$ cat src/rtl/const_loader_ctrl.sv
// Materialises a 64-bit constant through the shared immediate extender (MOVZ/MOVK path).
// The result is merged halfword by halfword and then written to the register file in one write.
module const_loader_ctrl #(
    parameter logic [2:0] CTRL_MZ   = 3'b100,
    parameter bit         SKIP_ZERO = 1'b1
) (
    input  logic        CLK,
    input  logic        Reset,
    input  logic        ReqValid,
    output logic        ReqReady,
    input  logic [63:0] ReqConst,
    input  logic [4:0]  ReqRd,
    output logic [31:0] ExtImm32,
    output logic [2:0]  ExtCtrl,
    input  logic [63:0] ExtBusImm,
    output logic        RegWr,
    output logic [4:0]  RegW,
    output logic [63:0] RegData,
    output logic        Busy,
    output logic        Done,
    output logic        Err,
    output logic [1:0]  DbgState
);

    // ReqValid/ReqReady: a request transfers on a rising edge where both are high;
    // ReqReady is high only in IDLE, and inputs are ignored on every other edge.

    localparam logic [8:0] OPC_MOVZ = 9'b110100101;
    localparam logic [8:0] OPC_MOVK = 9'b111100101;

    typedef enum logic [1:0] {
        S_IDLE  = 2'd0,
        S_ISSUE = 2'd1,
        S_WRITE = 2'd2
    } state_t;

    state_t      state_q, state_d;
    logic [63:0] const_q, const_d;
    logic [4:0]  rd_q, rd_d;
    logic [3:0]  mask_q, mask_d;
    logic [63:0] acc_q, acc_d;
    logic        err_q, err_d;
    logic        first_q, first_d;

    logic [1:0]  lane_k;
    logic [15:0] hw_chunk;
    logic [63:0] lane_bits;
    logic        lane_viol;
    logic [3:0]  mask_clr;

    // A zero constant still needs one MOVZ so the destination gets written with zero.
    function automatic logic [3:0] issue_mask(input logic [63:0] c);
        logic [3:0] m;
        for (int k = 0; k < 4; k++) begin
            m[k] = (c[16*k +: 16] != 16'h0) || !SKIP_ZERO;
        end
        if (c == 64'h0) begin
            m = 4'b0001;
        end
        return m;
    endfunction

    always_comb begin
        lane_k = 2'd0;
        for (int k = 3; k >= 0; k--) begin
            if (mask_q[k]) begin
                lane_k = k[1:0];
            end
        end
        hw_chunk  = const_q[{lane_k, 4'b0000} +: 16];
        lane_bits = 64'hFFFF << {lane_k, 4'b0000};
        lane_viol = |(ExtBusImm & ~lane_bits);
        mask_clr  = mask_q & ~(4'b0001 << lane_k);
    end

    always_ff @(posedge CLK or posedge Reset) begin
        if (Reset) begin
            state_q <= S_IDLE;
            const_q <= 64'h0;
            rd_q    <= 5'd0;
            mask_q  <= 4'b0000;
            acc_q   <= 64'h0;
            err_q   <= 1'b0;
            first_q <= 1'b0;
        end else begin
            state_q <= state_d;
            const_q <= const_d;
            rd_q    <= rd_d;
            mask_q  <= mask_d;
            acc_q   <= acc_d;
            err_q   <= err_d;
            first_q <= first_d;
        end
    end

    always_comb begin
        state_d  = state_q;
        const_d  = const_q;
        rd_d     = rd_q;
        mask_d   = mask_q;
        acc_d    = acc_q;
        err_d    = err_q;
        first_d  = first_q;
        ReqReady = 1'b0;
        ExtCtrl  = 3'b000;
        ExtImm32 = 32'h0;
        RegWr    = 1'b0;
        Done     = 1'b0;
        Busy     = 1'b0;

        case (state_q)
            S_IDLE: begin
                ReqReady = 1'b1;
                if (ReqValid) begin
                    const_d = ReqConst;
                    rd_d    = ReqRd;
                    acc_d   = 64'h0;
                    err_d   = 1'b0;
                    mask_d  = issue_mask(ReqConst);
                    first_d = 1'b1;
                    state_d = S_ISSUE;
                end
            end
            S_ISSUE: begin
                Busy     = 1'b1;
                ExtCtrl  = CTRL_MZ;
                ExtImm32 = {(first_q ? OPC_MOVZ : OPC_MOVK), lane_k, hw_chunk, rd_q};
                // Only the extender result feeds the accumulator, so a broken extender shows up in RegData.
                acc_d    = acc_q | ExtBusImm;
                if (lane_viol) begin
                    err_d = 1'b1;
                end
                mask_d  = mask_clr;
                first_d = 1'b0;
                if (mask_clr == 4'b0000) begin
                    state_d = S_WRITE;
                end
            end
            S_WRITE: begin
                Busy    = 1'b1;
                RegWr   = 1'b1;
                Done    = 1'b1;
                state_d = S_IDLE;
            end
            default: begin
                state_d = S_IDLE;
            end
        endcase
    end

    assign RegW     = rd_q;
    assign RegData  = acc_q;
    assign Err      = err_q;
    assign DbgState = state_q;

endmodule

$ cat config.mk
export PLATFORM = sky130hd
export DESIGN_NAME = const_loader_ctrl
export DESIGN_NICKNAME = d
export VERILOG_FILES = /design/src/rtl/const_loader_ctrl.sv
export SDC_FILE = /design/constraint.sdc
export NUM_CORES = 1
export LEC_CHECK = 0
export ABC_CLOCK_PERIOD_IN_PS = 14600
export BUFFER_PORTS_ARGS = -buffer_cell sky130_fd_sc_hd__buf_2
export CAP_MARGIN = 20
export CORE_ASPECT_RATIO = 0.5
export CORE_MARGIN = 10
export CORE_UTILIZATION = 30
export CTS_CLUSTER_SIZE = 16
export DETAILED_ROUTE_END_ITERATION = 8
export PLACE_DENSITY = 0.51
export RECOVER_POWER = 25
export SLEW_MARGIN = 20
export SYNTH_ARGS = -nofsm -noshare
export SYNTH_HDL_FRONTEND = slang
export SYNTH_SLANG_ARGS = --single-unit
$ cat constraint.sdc
create_clock -name CLK -period 14.6 [get_ports CLK]
set_input_delay 2.92 -clock CLK [delete_from_list [all_inputs] [get_ports CLK]]
set_output_delay 2.92 -clock CLK [all_outputs]
set_load 0.03 [all_outputs]
==> results of run 1 <==
## kinds of logic after synthesis
family,after synthesis,synth area share (%)
AOI/OAI and AO/OA,106,10.2
adders and majority gates,4,0.770
buffers and inverters,52,4.50
DFF,141,57.1
muxes,85,16.0
other,1,0.0607
and+or+nand+nor,145,11.2
## layout make-up
type,count,area [um^2]
fillers,1985,11600
flip-flops and latches,141,3530
multi-input cells,345,2410
repair buffers,246,1240
clock buffers,21,480
well taps,266,333
clock inverters,10,184
inverters,8,31.3
## worst max-delay path by stage
stage                start      endpoint  slack (ps)  cells past startpoint
2_1_floorplan        Reset   DbgState[0]        7900                      1
3_3_place_gp     mask_q[2]  ExtImm32[11]        9400                      6
3_5_place_dp   DbgState[1]   ExtImm32[8]        9380                      5
4_1_cts        DbgState[1]   ExtImm32[8]        8920                      5
5_1_grt              Reset   const_q[54]        4980                      3
6_report             Reset   const_q[42]        6150                      3
## power by group
part           leakage [nW]  switching, mW  internal [mW]
combinational          1.90          0.667          0.379
clock                 0.322          0.176          0.321
sequential             1.68          0.124          0.594
total                  3.90          0.967           1.29
## metrics by stage
step | setup slack, ps | hold slack [ps] | cell area (um^2) | std cells | utilization [%]
floorplan | 7900 | 474 | 6190 | 538 | -
CTS | 8920 | 493 | 8210 | 1037 | 41.4
finish | 6150 | 488 | 8210 | 1037 | 41.4
global placement | 9400 | 473 | 7550 | 1006 | 38.1
detailed placement | 9380 | 477 | 7550 | 1006 | 38.1
global route | 4980 | 508 | 8210 | 1037 | 41.4
## layer usage
layer | part of all wire (%) | vias to the layer above | track usage, %
met5 | 0 | - | 0
met4 | 1.3 | 0 | 4.66
met3 | 5.2 | 23 | 4.21
met2 | 51 | 151 | 27.3
met1 | 42 | 2535 | 19.0
li1 | - | 2363 | -
## sequential cells by signal (all words and copies together) (netlist names)
register,count
RegW,5
first_q,1
RegData,64
Err,1
DbgState,2
const_q,64
mask_q,4
## worst min-delay path, delay by kind of cell, from the launching register on
family	cells	cell delay [ps]
simple gates	1	70
flops	1	340
compound gates	1	40
## Yosys cell counts, drive strengths merged
| library cell | n | area (um^2) |
|---|---|---|
| nand2 | 1 | 3.75 |
| mux2 | 85 | 991 |
| dfrtp | 141 | 3530 |
| o22ai | 3 | 18.8 |
| buf | 32 | 203 |
| ha | 3 | 37.5 |
| o21ai | 13 | 65.1 |
| and2 | 7 | 43.8 |
| a222oi | 16 | 160 |
| nor2b | 2 | 12.5 |
| nor3 | 4 | 25.0 |
| conb | 1 | 3.75 |
| nand2b | 1 | 13.8 |
| a31oi | 1 | 6.26 |
| nor2 | 90 | 338 |
| nor4 | 32 | 200 |
| inv | 8 | 30.0 |
| maj3 | 1 | 10.0 |
| clkbuf | 12 | 45.0 |
| and4 | 3 | 26.3 |
| o311a | 1 | 10.0 |
| nand4 | 5 | 31.3 |
| a21oi | 72 | 372 |
## layout by cell type (no fill, tap or decap), types with 2 or more instances in the layout
| master | instances |
|---|---|
| nor2b_1 | 2 |
| o22ai_1 | 3 |
| dfrtp_1 | 141 |
| ha_1 | 3 |
| clkinv_2 | 2 |
| buf_2 | 240 |
| clkbuf_1 | 2 |
| and4_1 | 3 |
| bufinv_16 | 5 |
| and2_1 | 7 |
| a222oi_1 | 16 |
| clkbuf_16 | 17 |
| inv_1 | 7 |
| nor2_1 | 89 |
| buf_4 | 4 |
| o21ai_0 | 11 |
| mux2_4 | 9 |
| mux2_2 | 76 |
| nor4_1 | 32 |
| a21oi_1 | 71 |
| conb_1 | 5 |
| nor3_1 | 3 |
| clkbuf_8 | 4 |
| clkinvlp_4 | 2 |
| nand4_1 | 5 |
==> impl_metrics.py, run 1 <==
metrics = {
    "min_path": {
        "hold_depth": 2,
        "hold_class": "reg2reg",
        "min_from": "RegData[63]",
        "min_to": "RegData[63]",
    },
    "power": {
        "power_density_mw_per_mm2": 276,
        "leakagePower_nw": 3.90,
        "total_power_mw": 2.26,
        "irDropWorstVdd_v": 0.000106,
    },
    "grt": {
        "antenna_found_initial": 0,
        "grt_pass1_vias": 5540,
        "grt_max_degree": 82,
        "grt_first_pass_wirelength_um": 33200,
        "overflow": 0,
        "grt_usage_pct": 15.8,
    },
    "clocking": {
        "cts_buffers": 17,
        "hold_buffers": 0,
        "clk_path_buf_depth": 2,
        "cts_tree": "done",
        "cts_htree_levels": 4,
        "clock-root-buffer": "clkbuf_16",
        "clock-sinks": 141,
        "postCtsSetupBuffers": 0,
        "ctsResizeCount": 0,
        "clk_latency_ps": 420,
        "clk_pin_slew_ps": 60,
    },
    "sta": {
        "finalSetupViolCount": 0,
        "drv_slew": 144,
        "relSlewSlack_pct": -200,
        "fmax_mhz": 118,
        "period_share_pct": 57.9,
        "fin_setup_tns_ps": 0,
        "finalHoldViolCount": 0,
        "rsz0062_at_grt": "no",
        "fin_skew_ps": 5.78,
        "period_minus_slack_ps": 8450,
        "worst_slew_pin_slew_ps": 4500,
    },
    "run_status": {
        "violations": "capacitance limit, slew limit",
        "outcome": "finished, violations left",
    },
    "critical_path": {
        "critical_path_class": "in2async",
        "crit_required_ps": 14070,
        "reg2reg_to": "RegData[34]",
        "ff2ff_setup_slack_ps": 11580,
        "crit_family": "buffers and inverters",
        "r2r-start": "DbgState[1]",
        "critical_path.max_stage_delay_ps": 3240,
        "end_kind": "async pin",
        "crit_buf_inv": 3,
        "reg2reg_depth": 7,
        "cp.arrival_ps": 7920,
        "critPathMaxFanout": 81,
        "cp-start-kind": "input port",
        "crit_slowest_cell": "clkbuf_1",
        "path_cells": "buf_2 > clkinvlp_2 > clkbuf_1",
    },
    "floorplanning": {
        "die_area_mm2": 0.0271,
        "std_cell_rows": 36,
        "start_util_pct": 31.2,
        "pin_count": 247,
        "die_h_um": 121,
        "core_mm2": 0.0198,
        "die_w_um": 223,
    },
    "flow_run": {
        "drv_cap": 2,
    },
    "finish": {
        "area_growth_pct": 32.9,
        "antenna_cells": 0,
        "drive_gt1_share_pct": 47.6,
        "fin_nets": 898,
    },
    "synth": {
        "synth-seq-cells": 141,
        "synthCells": 534,
        "yosysSeqAreaShare_pct": 57.1,
        "ys_warn_count": 0,
        "syn_area_per_cell_um2": 11.6,
        "synth_cell_types": 30,
        "syn-cell-area_mm2": 0.00617,
    },
    "placed_design": {
        "portBuffers": 241,
        "hpwl_um": 16000,
        "place_congestion": 0.805,
    },
    "route": {
        "dr.pass1.iters": 4,
        "wl_per_cell_um": 20.8,
        "postRouteAntennaNets": 0,
        "viasPerCell": 4.89,
        "drt_wl_total_um": 21600,
        "drt_iter0_drc": 388,
        "vias": 5072,
        "drc_errors": 0,
    },
}
Power figures use the tool's default switching activity.
==> run 2: changes to the inputs <==
--- a/config.mk
+++ b/config.mk
@@ -5,7 +5,8 @@
 export SDC_FILE = /design/constraint.sdc
 export NUM_CORES = 1
 export LEC_CHECK = 0
-export ABC_CLOCK_PERIOD_IN_PS = 14600
+export ABC_AREA = 1
+export ABC_CLOCK_PERIOD_IN_PS = 8600
 export BUFFER_PORTS_ARGS = -buffer_cell sky130_fd_sc_hd__buf_2
 export CAP_MARGIN = 20
 export CORE_ASPECT_RATIO = 0.5
==> constraint.sdc (replaced) <==
create_clock -name CLK -period 8.6 [get_ports CLK]
set_input_delay 1.72 -clock CLK [delete_from_list [all_inputs] [get_ports CLK]]
set_output_delay 1.72 -clock CLK [all_outputs]
set_load 0.03 [all_outputs]
==> run 2 against run 1 <==
The flow still finishes with violations (capacitance limit, slew limit); die area increased by 2.5%; combinational power increased by 64%; worst hold slack got worse by 11 ps; count of clock-buffer cells in the layout increased by 1; largest power group unchanged.
==> impl_metrics.py, run 2 <==
metrics = {
    "power": {
        "power.clock.fraction_pct": 21.0,
        "combPwrFrac_pct": 46.8,
        "seqPwrFrac_pct": 32.1,
        "internal_power_mw": 1.98,
        "power_density_mw_per_mm2": 443,
        "leakagePower_nw": 4.21,
        "sw_frac_of_total_pct": 46.1,
        "irDropWorstVdd_v": 0.000174,
        "power.switching_mw": 1.70,
    },
    "placed_design": {
        "dp_worst_setup_slack_ps": 4530,
        "place_area_mm2": 0.00770,
        "placed_cells": 1207,
        "portBuffers": 241,
        "hpwl_um": 15800,
        "place_congestion": 0.874,
    },
    "clocking": {
        "clk_latency_ps": 420,
        "cts_tree": "done",
        "clk_pin_slew_ps": 60,
        "postCtsSetupBuffers": 0,
        "clock-root-buffer": "clkbuf_16",
        "cts_htree_levels": 4,
        "cts_buffers": 17,
        "clock-sinks": 141,
        "clk_path_buf_depth": 2,
        "hold_buffers": 0,
        "ctsResizeCount": 0,
    },
    "critical_path": {
        "cp-start-kind": "input port",
        "critical_path_class": "in2async",
        "end_kind": "async pin",
        "critical_path.max_stage_delay_ps": 2150,
        "crit_required_ps": 9060,
        "path_cells": "buf_2 > clkinvlp_2 > buf_4",
        "cp.arrival_ps": 4940,
        "crit_buf_inv": 3,
        "critPathMaxFanout": 85,
        "crit_family": "buffers and inverters",
        "crit_slowest_cell": "clkinvlp_2",
    },
    "synth": {
        "synthCells": 734,
        "yosys.cell_count.top_type": "dfrtp_1",
        "synth_common_cells": "dfrtp_1 (141), nand2_1 (130), nor2_1 (126)",
        "yosysTopAreaCell": "dfrtp_1",
        "ys_async_sr_fraction_pct": 100,
        "synth_edf_count": 0,
        "synth_cell_types": 28,
        "synthFlopType": "dfrtp_1",
        "syn_area_per_cell_um2": 8.65,
        "ys_warn_count": 0,
        "synth.top_cells.by_area": "dfrtp_1 (56%), nand2_1 (7.7%), nor2_1 (7.4%), a21oi_1 (5.9%), o21ai_0 (4.4%)",
        "synth-seq-cells": 141,
        "syn-cell-area_mm2": 0.00635,
        "yosysSeqAreaShare_pct": 55.6,
        "synth_top_area_share_pct": 55.6,
    },
    "sta": {
        "drv_slew": 86,
        "rsz0062_at_grt": "no",
        "relSlewSlack_pct": -159,
        "period_share_pct": 52.1,
        "period_minus_slack_ps": 4480,
        "fin_skew_ps": 7.18,
        "finalSetupViolCount": 0,
        "finalHoldViolCount": 0,
        "setup_ws_ps": 4120,
        "fin_setup_tns_ps": 0,
        "fmax_mhz": 223,
        "worst_slew_pin_slew_ps": 3860,
    },
    "route": {
        "viasPerCell": 4.55,
        "vias": 5639,
        "drc_errors": 0,
        "drt_iter0_drc": 378,
        "postRouteAntennaNets": 0,
        "dr.pass1.iters": 5,
        "wl_per_cell_um": 16.8,
        "drt_wl_total_um": 20800,
    },
    "finish": {
        "mostFrequentLayoutCells": "buf_2 (240), dfrtp_1 (141), nand2_1 (130), nor2_1 (125), a21oi_1 (75)",
        "fin_nets": 1092,
        "final_cell_area_mm2": 0.00831,
        "final_common_cell": "buf_2",
        "area_growth_pct": 30.8,
        "drive_gt1_share_pct": 31.8,
        "instances_no_fill": 1239,
        "antenna_cells": 0,
        "fill_cells": 2152,
    },
    "grt": {
        "overflow": 0,
        "antenna_found_initial": 0,
        "grt_pass1_vias": 5706,
        "grt_usage_pct": 14.6,
        "grt_max_degree": 86,
        "grt_first_pass_wirelength_um": 31800,
    },
    "floorplanning": {
        "start_util_pct": 30.7,
        "std_cell_rows": 37,
        "die_w_um": 226,
        "die_area_mm2": 0.0277,
        "die_h_um": 123,
        "pin_count": 247,
        "core_mm2": 0.0207,
    },
    "min_path": {
        "hold_class": "reg2reg",
    },
    "run_status": {
        "outcome": "finished, violations left",
        "violations": "capacitance limit, slew limit",
    },
    "flow_run": {
        "drv_cap": 1,
    },
}
-- run 2: cell count changes in the layout (fill, tap and decap cells not counted), sizes merged, moves of 5 or more --
cell,before,now
nand2,1,132
a31oi,1,18
inv,8,72
o21ai,13,63
o211ai,0,9
nand4,5,10
a222oi,16,0
mux2,85,21
nor4,32,6
nor2,90,127
and2,7,0
-- run 2: final timing paths --
path / from / endpoint / slack, ps / cells after the start
max: Reset / const_q[5] / 4120 / 3
min: const_q[11] / const_q[11] / 480 / 2
max reg2reg: DbgState[1] / RegData[5] / 5150 / 7
min reg2reg: const_q[11] / const_q[11] / 480 / 2
max in group CLK: DbgState[1] / ExtImm32[14] / 4130 / 5
min in group asynchronous: Reset / RegData[7] / 2450 / 2
-- run 2: metrics by stage --
stage               power (mW)  util [%]  hold WS [ps]
finish                    3.68      40.2           478
global route              3.93      40.2           492
CTS                       3.73      40.2           483
detailed placement        2.94      37.2           468
global placement          2.92      37.2           462
floorplan                 2.41         -           448
-- run 2: per-layer routing --
| layer | part of all wire, % | vias up | global-route usage (%) |
|---|---|---|---|
| li1 | - | 2803 | - |
| met1 | 41 | 2674 | 16.5 |
| met2 | 53 | 135 | 26.6 |
| met3 | 5.1 | 27 | 3.64 |
| met4 | 1.7 | 0 | 4.78 |
| met5 | 0 | - | 0 |
-- run 2: power by group through the flow --
| stage | Combinational [mW] | Clock, mW | Sequential (mW) |
|---|---|---|---|
| after floorplan | 0.910 | 0 | 1.50 |
| after global placement | 1.73 | 0 | 1.19 |
| after detailed placement | 1.75 | 0 | 1.19 |
| after CTS | 1.75 | 0.793 | 1.18 |
| after global routing | 1.89 | 0.820 | 1.22 |
| final | 1.72 | 0.774 | 1.18 |
-- run 2: area by class of cell --
| type | instances | area (um^2) | area share (%) |
|---|---|---|---|
| sequential | 141 | 3530 | 42.5 |
| timing repair buffer | 245 | 1230 | 14.9 |
| clock buffer | 22 | 484 | 5.83 |
| inverter | 73 | 275 | 3.31 |
| multi-input combinational | 475 | 2310 | 27.8 |
| tap | 273 | 342 | 4.11 |
| clock inverter | 10 | 136 | 1.64 |
-- run 2: logic make-up after synthesis --
group	synth area share (%)
buf+inv	8.57
fa+ha+maj	0.749
mux	3.72
flops	55.6
other cells	0.0590
compound gates	13.9
simple gates	17.5
-- run 2: tightest hold or removal path: stages (launching register included) --
cell,delay [ps]
dfrtp_1,330
nand2_1,50
o21ai_0,60
